--- src/rtl/fetch_pkg.sv ---
// Shared types and constants for the instruction fetch front end.
package fetch_pkg;

   typedef enum logic {
      RUN    = 1'b0,
      REFILL = 1'b1
   } fetch_state_e;

   localparam logic [31:0] NOP_INSTR_DEFAULT = 32'h0000_0000;
   localparam int          PC_STEP           = 4;

endpackage

--- src/rtl/fetch_control_unit_if.sv ---
// Control, instruction-memory and IF/ID signals of the fetch unit.
interface fetch_control_unit_if #(
   parameter int N = 32
);

   logic          select_pc;
   logic          flush;
   logic          stall;
   logic [N-1:0]  branch_target;
   logic [31:0]   imem_rdata;
   logic [N-1:0]  imem_addr;
   logic          imem_en;
   logic [31:0]   instr_D;
   logic [N-1:0]  pc_D;
   logic          valid_D;
   logic          kill_E;
   logic [15:0]   flush_count;

   modport master (
      output select_pc, flush, stall, branch_target, imem_rdata,
      input  imem_addr, imem_en, instr_D, pc_D, valid_D, kill_E, flush_count
   );

   modport slave (
      input  select_pc, flush, stall, branch_target, imem_rdata,
      output imem_addr, imem_en, instr_D, pc_D, valid_D, kill_E, flush_count
   );

endinterface

--- src/rtl/fetch_control_unit_sat_counter.sv ---
// Counter that increments on inc and sticks at its all-ones value.
module sat_counter #(
   parameter int W = 16
) (
   input  logic         clk,
   input  logic         rst,
   input  logic         inc,
   output logic [W-1:0] count
);

   logic [W-1:0] count_q;
   logic [W-1:0] count_d;

   always_comb begin
      count_d = count_q;
      if (inc && (count_q != {W{1'b1}})) begin
         count_d = count_q + W'(1);
      end
   end

   always_ff @(posedge clk) begin
      if (rst) begin
         count_q <= '0;
      end else begin
         count_q <= count_d;
      end
   end

   assign count = count_q;

endmodule

--- src/rtl/fetch_control_unit.sv ---
// Fetch stage: PC sequencing, redirect refill and the IF/ID pipeline register.
module fetch_control_unit
   import fetch_pkg::*;
#(
   parameter int          N         = 32,
   parameter logic [N-1:0] RESET_PC  = '0,
   parameter logic [31:0] NOP_INSTR = NOP_INSTR_DEFAULT
) (
   input logic                  clk,
   input logic                  rst,
   fetch_control_unit_if.slave  bus
);

   fetch_state_e state_q, state_d;
   logic [N-1:0] pc_q, pc_d;
   logic [N-1:0] pc_f_q, pc_f_d;
   logic         fvalid_q, fvalid_d;
   logic [31:0]  dec_instr_q, dec_instr_d;
   logic [N-1:0] dec_pc_q, dec_pc_d;
   logic         dec_valid_q, dec_valid_d;
   logic         imem_en;
   logic [N-1:0] target_aligned;

   assign target_aligned = bus.branch_target & ~N'(3);

   // The read issued in the redirect cycle returns stale data, so REFILL only
   // launches the first read at the target; decode is fed from RUN onwards.
   always_comb begin
      state_d     = state_q;
      pc_d        = pc_q;
      pc_f_d      = pc_f_q;
      fvalid_d    = fvalid_q;
      dec_instr_d = dec_instr_q;
      dec_pc_d    = dec_pc_q;
      dec_valid_d = dec_valid_q;
      imem_en     = 1'b0;
      if (!rst) begin
         if (bus.select_pc) begin
            pc_d        = target_aligned;
            fvalid_d    = 1'b0;
            dec_instr_d = NOP_INSTR;
            dec_valid_d = 1'b0;
            state_d     = REFILL;
            imem_en     = 1'b1;
         end else begin
            if (!bus.stall) begin
               imem_en  = 1'b1;
               pc_f_d   = pc_q;
               fvalid_d = 1'b1;
               pc_d     = pc_q + N'(PC_STEP);
               state_d  = RUN;
               if (state_q == RUN) begin
                  dec_instr_d = bus.imem_rdata;
                  dec_pc_d    = pc_f_q;
                  dec_valid_d = fvalid_q;
               end
            end
            if (bus.flush) begin
               dec_instr_d = NOP_INSTR;
               dec_valid_d = 1'b0;
            end
         end
      end
   end

   always_ff @(posedge clk) begin
      if (rst) begin
         state_q     <= REFILL;
         pc_q        <= RESET_PC;
         pc_f_q      <= '0;
         fvalid_q    <= 1'b0;
         dec_instr_q <= NOP_INSTR;
         dec_pc_q    <= '0;
         dec_valid_q <= 1'b0;
      end else begin
         state_q     <= state_d;
         pc_q        <= pc_d;
         pc_f_q      <= pc_f_d;
         fvalid_q    <= fvalid_d;
         dec_instr_q <= dec_instr_d;
         dec_pc_q    <= dec_pc_d;
         dec_valid_q <= dec_valid_d;
      end
   end

   sat_counter #(
      .W (16)
   ) u_flush_counter (
      .clk   (clk),
      .rst   (rst),
      .inc   (bus.select_pc & ~rst),
      .count (bus.flush_count)
   );

   assign bus.imem_addr = pc_q;
   assign bus.imem_en   = imem_en;
   assign bus.instr_D   = dec_instr_q;
   assign bus.pc_D      = dec_pc_q;
   assign bus.valid_D   = dec_valid_q;
   assign bus.kill_E    = bus.flush;

endmodule
--- src/flat_wrapper.sv ---
// flat-port wrapper written by rule: the top's interface ports become plain ports
module fetch_control_unit_flat import fetch_pkg::*;
#(
   parameter int          N         = 32,
   parameter logic [N-1:0] RESET_PC  = '0,
   parameter logic [31:0] NOP_INSTR = NOP_INSTR_DEFAULT
)
  (clk, rst, bus_select_pc, bus_flush, bus_stall, bus_branch_target, bus_imem_rdata, bus_imem_addr, bus_imem_en, bus_instr_D, bus_pc_D, bus_valid_D, bus_kill_E, bus_flush_count);
  fetch_control_unit_if #(.N(N)) bus_i ();
  input logic clk;
  input logic rst;
  input wire logic [$bits(bus_i.select_pc)-1:0] bus_select_pc;
  input wire logic [$bits(bus_i.flush)-1:0] bus_flush;
  input wire logic [$bits(bus_i.stall)-1:0] bus_stall;
  input wire logic [$bits(bus_i.branch_target)-1:0] bus_branch_target;
  input wire logic [$bits(bus_i.imem_rdata)-1:0] bus_imem_rdata;
  output wire logic [$bits(bus_i.imem_addr)-1:0] bus_imem_addr;
  output wire logic [$bits(bus_i.imem_en)-1:0] bus_imem_en;
  output wire logic [$bits(bus_i.instr_D)-1:0] bus_instr_D;
  output wire logic [$bits(bus_i.pc_D)-1:0] bus_pc_D;
  output wire logic [$bits(bus_i.valid_D)-1:0] bus_valid_D;
  output wire logic [$bits(bus_i.kill_E)-1:0] bus_kill_E;
  output wire logic [$bits(bus_i.flush_count)-1:0] bus_flush_count;
  assign bus_i.select_pc = bus_select_pc;
  assign bus_i.flush = bus_flush;
  assign bus_i.stall = bus_stall;
  assign bus_i.branch_target = bus_branch_target;
  assign bus_i.imem_rdata = bus_imem_rdata;
  assign bus_imem_addr = bus_i.imem_addr;
  assign bus_imem_en = bus_i.imem_en;
  assign bus_instr_D = bus_i.instr_D;
  assign bus_pc_D = bus_i.pc_D;
  assign bus_valid_D = bus_i.valid_D;
  assign bus_kill_E = bus_i.kill_E;
  assign bus_flush_count = bus_i.flush_count;
  fetch_control_unit #(.N(N), .RESET_PC(RESET_PC), .NOP_INSTR(NOP_INSTR)) u_core (.clk(clk), .rst(rst), .bus(bus_i));
endmodule
--- config.mk ---
export PLATFORM = sky130hd
export DESIGN_NAME = fetch_control_unit_flat
export DESIGN_NICKNAME = d
export VERILOG_FILES = /design/src/rtl/fetch_pkg.sv /design/src/rtl/fetch_control_unit_if.sv /design/src/rtl/fetch_control_unit_sat_counter.sv /design/src/rtl/fetch_control_unit.sv /design/src/flat_wrapper.sv
export SDC_FILE = /design/constraint.sdc
export NUM_CORES = 1
export LEC_CHECK = 0
export ABC_CLOCK_PERIOD_IN_PS = 2800
export CORE_MARGIN = 1.5
export CORE_UTILIZATION = 47
export CTS_CLUSTER_SIZE = 28
export DETAILED_ROUTE_END_ITERATION = 16
export HOLD_SLACK_MARGIN = 0.15
export PLACE_DENSITY_LB_ADDON = 0.3
export RECOVER_POWER = 50
export SYNTH_ARGS = -nofsm -noshare
export SYNTH_HDL_FRONTEND = slang
export SYNTH_HIERARCHICAL = 1
export SYNTH_SLANG_ARGS = --single-unit
--- constraint.sdc ---
create_clock -name clk -period 2.8 [get_ports clk]
set_input_delay 0.56 -clock clk [delete_from_list [all_inputs] [get_ports clk]]
set_output_delay 0.56 -clock clk [all_outputs]
set_load 0.02 [all_outputs]
### Word level (Yosys, flattened, before mapping)

Cells that the tools add are included.

* input port bits: 69
* logic and storage cells: 29
* register bits after elaboration: 147
* output and inout bits: 115

* add/subtract/negate cells: 2
* multiplexer cells: 5
* reductions and logical operators: 6
* bitwise operators: 5
* equal/unequal tests: 2

Operators with widths (count)
* 2-to-1 mux 32 bit: 2
* adder 32 x 3 -> 32 bit, second input constant: 1
* adder 16 x 1 -> 16 bit, second input constant: 1
* != test 16 bit, second input constant: 1
* inverter 1 bit: 4
* AND reduction 2 bit: 2
* 2-to-1 mux 1 bit: 3
* AND reduction 3 bit: 1
* OR reduction 3 bit: 1
* != test 2 bit, second input constant: 1
* OR reduction 2 bit: 1
* bitwise AND 1 bit: 1
* logical AND 1 bit: 1

### Logic depth before layout (Yosys ltp)

* depth in word-level cells: 3
* gate-level depth with buffers: 7
* mapped depth without buffers: 6

### Modules after synthesis

The synthesis kept the hierarchy.

Modules (own cells, without submodules)
* fetch_control_unit: area each 5165.0 sq um, cells an instance 660, seq. area each 2502.4 sq um, times used 1
* sat_counter: area each 848.3 sq um, cells an instance 99, seq. area each 320.3 sq um, times used 1

### Worst setup path before layout

No wires, ideal clock.

* path kind: input -> register
* start: input port bus_select_pc
* end: register u_core.u_flush_counter.count_q[9] (netlist: u_core/u_flush_counter/count[9])
* data arrival time: 2.250 ns
* setup slack: 0.479 ns
* required time: 2.730 ns
* buffers on the path: 2
* setup time: 0.070 ns
* stages: 7
* cell sequence: clkbuf_1 inv_1 nor2_1 nand2_1 clkbuf_1 or4_1 a21oi_1

* word-level cells in the longest chain between the ends: 2

Ends and longest elaborated chain
* from (decl): RTL line flat_wrapper.sv:12 `input wire logic [$bits(bus_i.select_pc)-1:0] bus_select_pc;`
* bitwise AND 1 bit: RTL line fetch_control_unit.sv:91 `.inc (bus.select_pc & ~rst),`
* logical AND 1 bit: RTL line fetch_control_unit_sat_counter.sv:16 `if (inc && (count_q != {W{1'b1}})) begin`
* to (signal assigned): RTL line fetch_control_unit_sat_counter.sv:25 `count_q <= count_d;`
* to (decl): RTL line fetch_control_unit_sat_counter.sv:11 `logic [W-1:0] count_q;`

No other way between the ends.
A chain may end at the register's enable or synchronous reset.

### Worst setup path in the final report

* start: input port bus_select_pc
* end: output port bus_imem_en

* word-level cells in the longest chain between the ends: 2

Ends and longest elaborated chain
* 2-to-1 mux 1 bit: RTL line fetch_control_unit.sv:38 `if (bus.select_pc) begin`
* 2-to-1 mux 1 bit: RTL line fetch_control_unit.sv:37 `if (!rst) begin`
* to (decl): RTL line flat_wrapper.sv:18 `output wire logic [$bits(bus_i.imem_en)-1:0] bus_imem_en;`

No other way between the ends.

==> metrics <==
final critical-path setup slack 0.165 ns; port bufs roughly 180; final routed DRC violation total 0; mapped cell area ~0.0060 mm²; Area contributors post-synth dfxtp_1 (47%), nand2_1 (13%), a21oi_1 (9.1%); first-pass GRT wire length 26.0 mm; Critical Path RT 2.24 ns; cts hold-fix bufs 0; DRT antenna net count 0; final hold vios 0; area leader, netlist dfxtp_1; Critical Path Fanout Max 3; Crit Reg-Reg Startpoint u_core/bus.imem_addr[10]; hold crit path type reg -> reg; WS Path Type in -> out; Chip Height 116 µm; largest net degree at the start of global routing 53; main flop type after synthesis dfxtp_1; pwr dens about 550 mW/mm²; type of origin of the critical path input pin; CTS Buffer Depth 2; RSZ-0062 raised after global routing no; initial antenna violation count 0; Initial Utilization a little under half; CTS Sinks 141; area growth from synthesis to layout 40.8%; sequential share of the synthesized area 46.9%; library cells used by synthesis 54; Synth Instances 759; fin area roughly 0.0085 mm²; share of cells above drive strength 1 6.55%; total power draw 4640 µW; nets 992; 1st-pass router iterations 5; R2R Path End u_core/bus.imem_addr[27]; YS warnings 6; #FFs+latches synth 141; fin cells 1104; Detailed Place HPWL 11.2 mm; CP endpoint kind primary output; CTS root buf clkbuf_16; Fin Setup TNS 0 ns; Place WS 0.244 ns; status complete, no violations; antenna fix cells 0; Post-CTS Setup Inserts 0; register-to-register path setup slack approximately 0.56 ns; DIE AREA 0.0135 mm²; wirelength, routed 16.5 mm; Synth top area share 46.9%; gr usage total about a quarter; critical hold path startpoint u_core/bus.instr_D[28]; gpl congestion 0.916; routed via count 5975; vias in the first global route 5161; Period Utilization, post-route 94.1%; Area after DPL 0.00794 mm²; Vias/cell 5.41; Relative slew margins ~49%; Clk Latency, worst-skew pair 0.41 ns; max-slew violations 0; Worst Tran Pin Value 0.771 ns; f_max between 300 and 400 MHz; Post-synth top cells nand2_1 (211), dfxtp_1 (141), a21oi_1 (109); row count 41; Hold Path Depth 2; critical path arrival 2.08 ns; Leakage 0.00295 µW; maxcap violations 0; Post-Syn Area per Cell 7.92 µm²; Reg clk slew, reported paths around 0.05 ns; clock skew around 0.013 ns; hold endpoint u_core/bus.instr_D[28]; FFs w/ async S/R, synth 0%; Ports 184; WL/cell between 10 and 15 µm; die width around 120 µm; CTS tree built; Core Region 0.0126 mm²; 1st-iter DRT viols 549; H-Tree Depth 4; cts bufs inserted 17; EDFF count, synth 0; R2R cell count 4; dpl cells 1074; Final Setup Violations 0; PostCTS Resize Cnt 0; cell with the most instances after synthesis nand2_1; global route total overflow 0; peak supply drop 422 µV; Tmin final 2.64 ns
[worst max-delay path by stage]
stage                                           end  slack [ns]          start  cells after the start
finish                                  bus_imem_en        0.16  bus_select_pc                      4
global route                 u_core/bus.instr_D[24]        0.13      bus_stall                      6
CTS                                     bus_imem_en        0.25  bus_select_pc                      4
detailed placement                      bus_imem_en        0.24  bus_select_pc                      4
global placement                        bus_imem_en        0.23  bus_select_pc                      4
floorplan           u_core/u_flush_counter/count[9]        0.48  bus_select_pc                      7
[registers in the layout (all words and copies together) (netlist names)]
name and count:
u_core/u_flush_counter/count 16, u_core/bus.valid_D 1, u_core/state_q 1, u_core/pc_f_q 30, u_core/bus.imem_addr 30, u_core/bus.pc_D 30
u_core/fvalid_q 1, u_core/bus.instr_D 32
[worst max-delay path, stage by stage]
cell and delay [ns]:
dlygate4sd3_1 0.54, inv_1 0.11, a21oi_1 0.22, clkdlybuf4s50_1 0.64
[per-layer routing]
layer / vias up / part of all wire (%) / track usage, %
met5: - / 0 / 0.741
met4: 0 / 1.8 / 8.62
met3: 20 / 6.8 / 5.71
met2: 241 / 46 / 36.3
met1: 2744 / 46 / 34.7
li1: 2970 / - / -
[metrics by stage]
stage	hold WS (ns)	util (%)
CTS	0.453	67.5
floorplan	0.423	-
detailed placement	0.446	63.2
global placement	0.438	63.2
global route	0.464	67.4
finish	0.448	67.4
[kinds of logic after synthesis]
logic type / Yosys count / share of synthesized area (%)
buffers and inverters: 69 / 4.74
AOI/OAI and AO/OA: 163 / 15.9
muxes: 4 / 0.687
DFF: 141 / 46.9
and+or+nand+nor: 363 / 28.9
adders and majority gates: 2 / 0.416
other: 1 / 0.0624
xor gates and xnor gates: 16 / 2.33
[power by group]
group | leakage (µW) | total (µW) | internal [µW] | switching, µW
sequential | 0.00115 | 2130 | 2060 | 74.2
clock | 0.000258 | 2070 | 1280 | 794
combinational | 0.00155 | 434 | 209 | 224
total | 0.00295 | 4640 | 3550 | 1090
[cell type report]
class / instances / area (µm²)
Clock buffer: 24 / 482
Timing Repair Buffer: 200 / 1930
Tap cell: 172 / 215
Multi-Input combinational cell: 552 / 2920
Inverter: 9 / 33.8
Clock inverter: 6 / 62.6
Fill cell: 1042 / 4100
Sequential cell: 141 / 2820
[placed cells by master (no fill, tap or decap), types with 13 or more instances in the layout]
cell type,instances
nor4_1,13
a211oi_1,16
a21oi_1,109
nand4_1,14
buf_4,19
dfxtp_1,141
clkdlybuf4s50_1,135
nand2_1,211
dlygate4sd3_1,41
or4_1,14
nor2_1,31
clkbuf_16,17
nand3_1,19
Note: power is estimated with default switching activity, not from simulation.
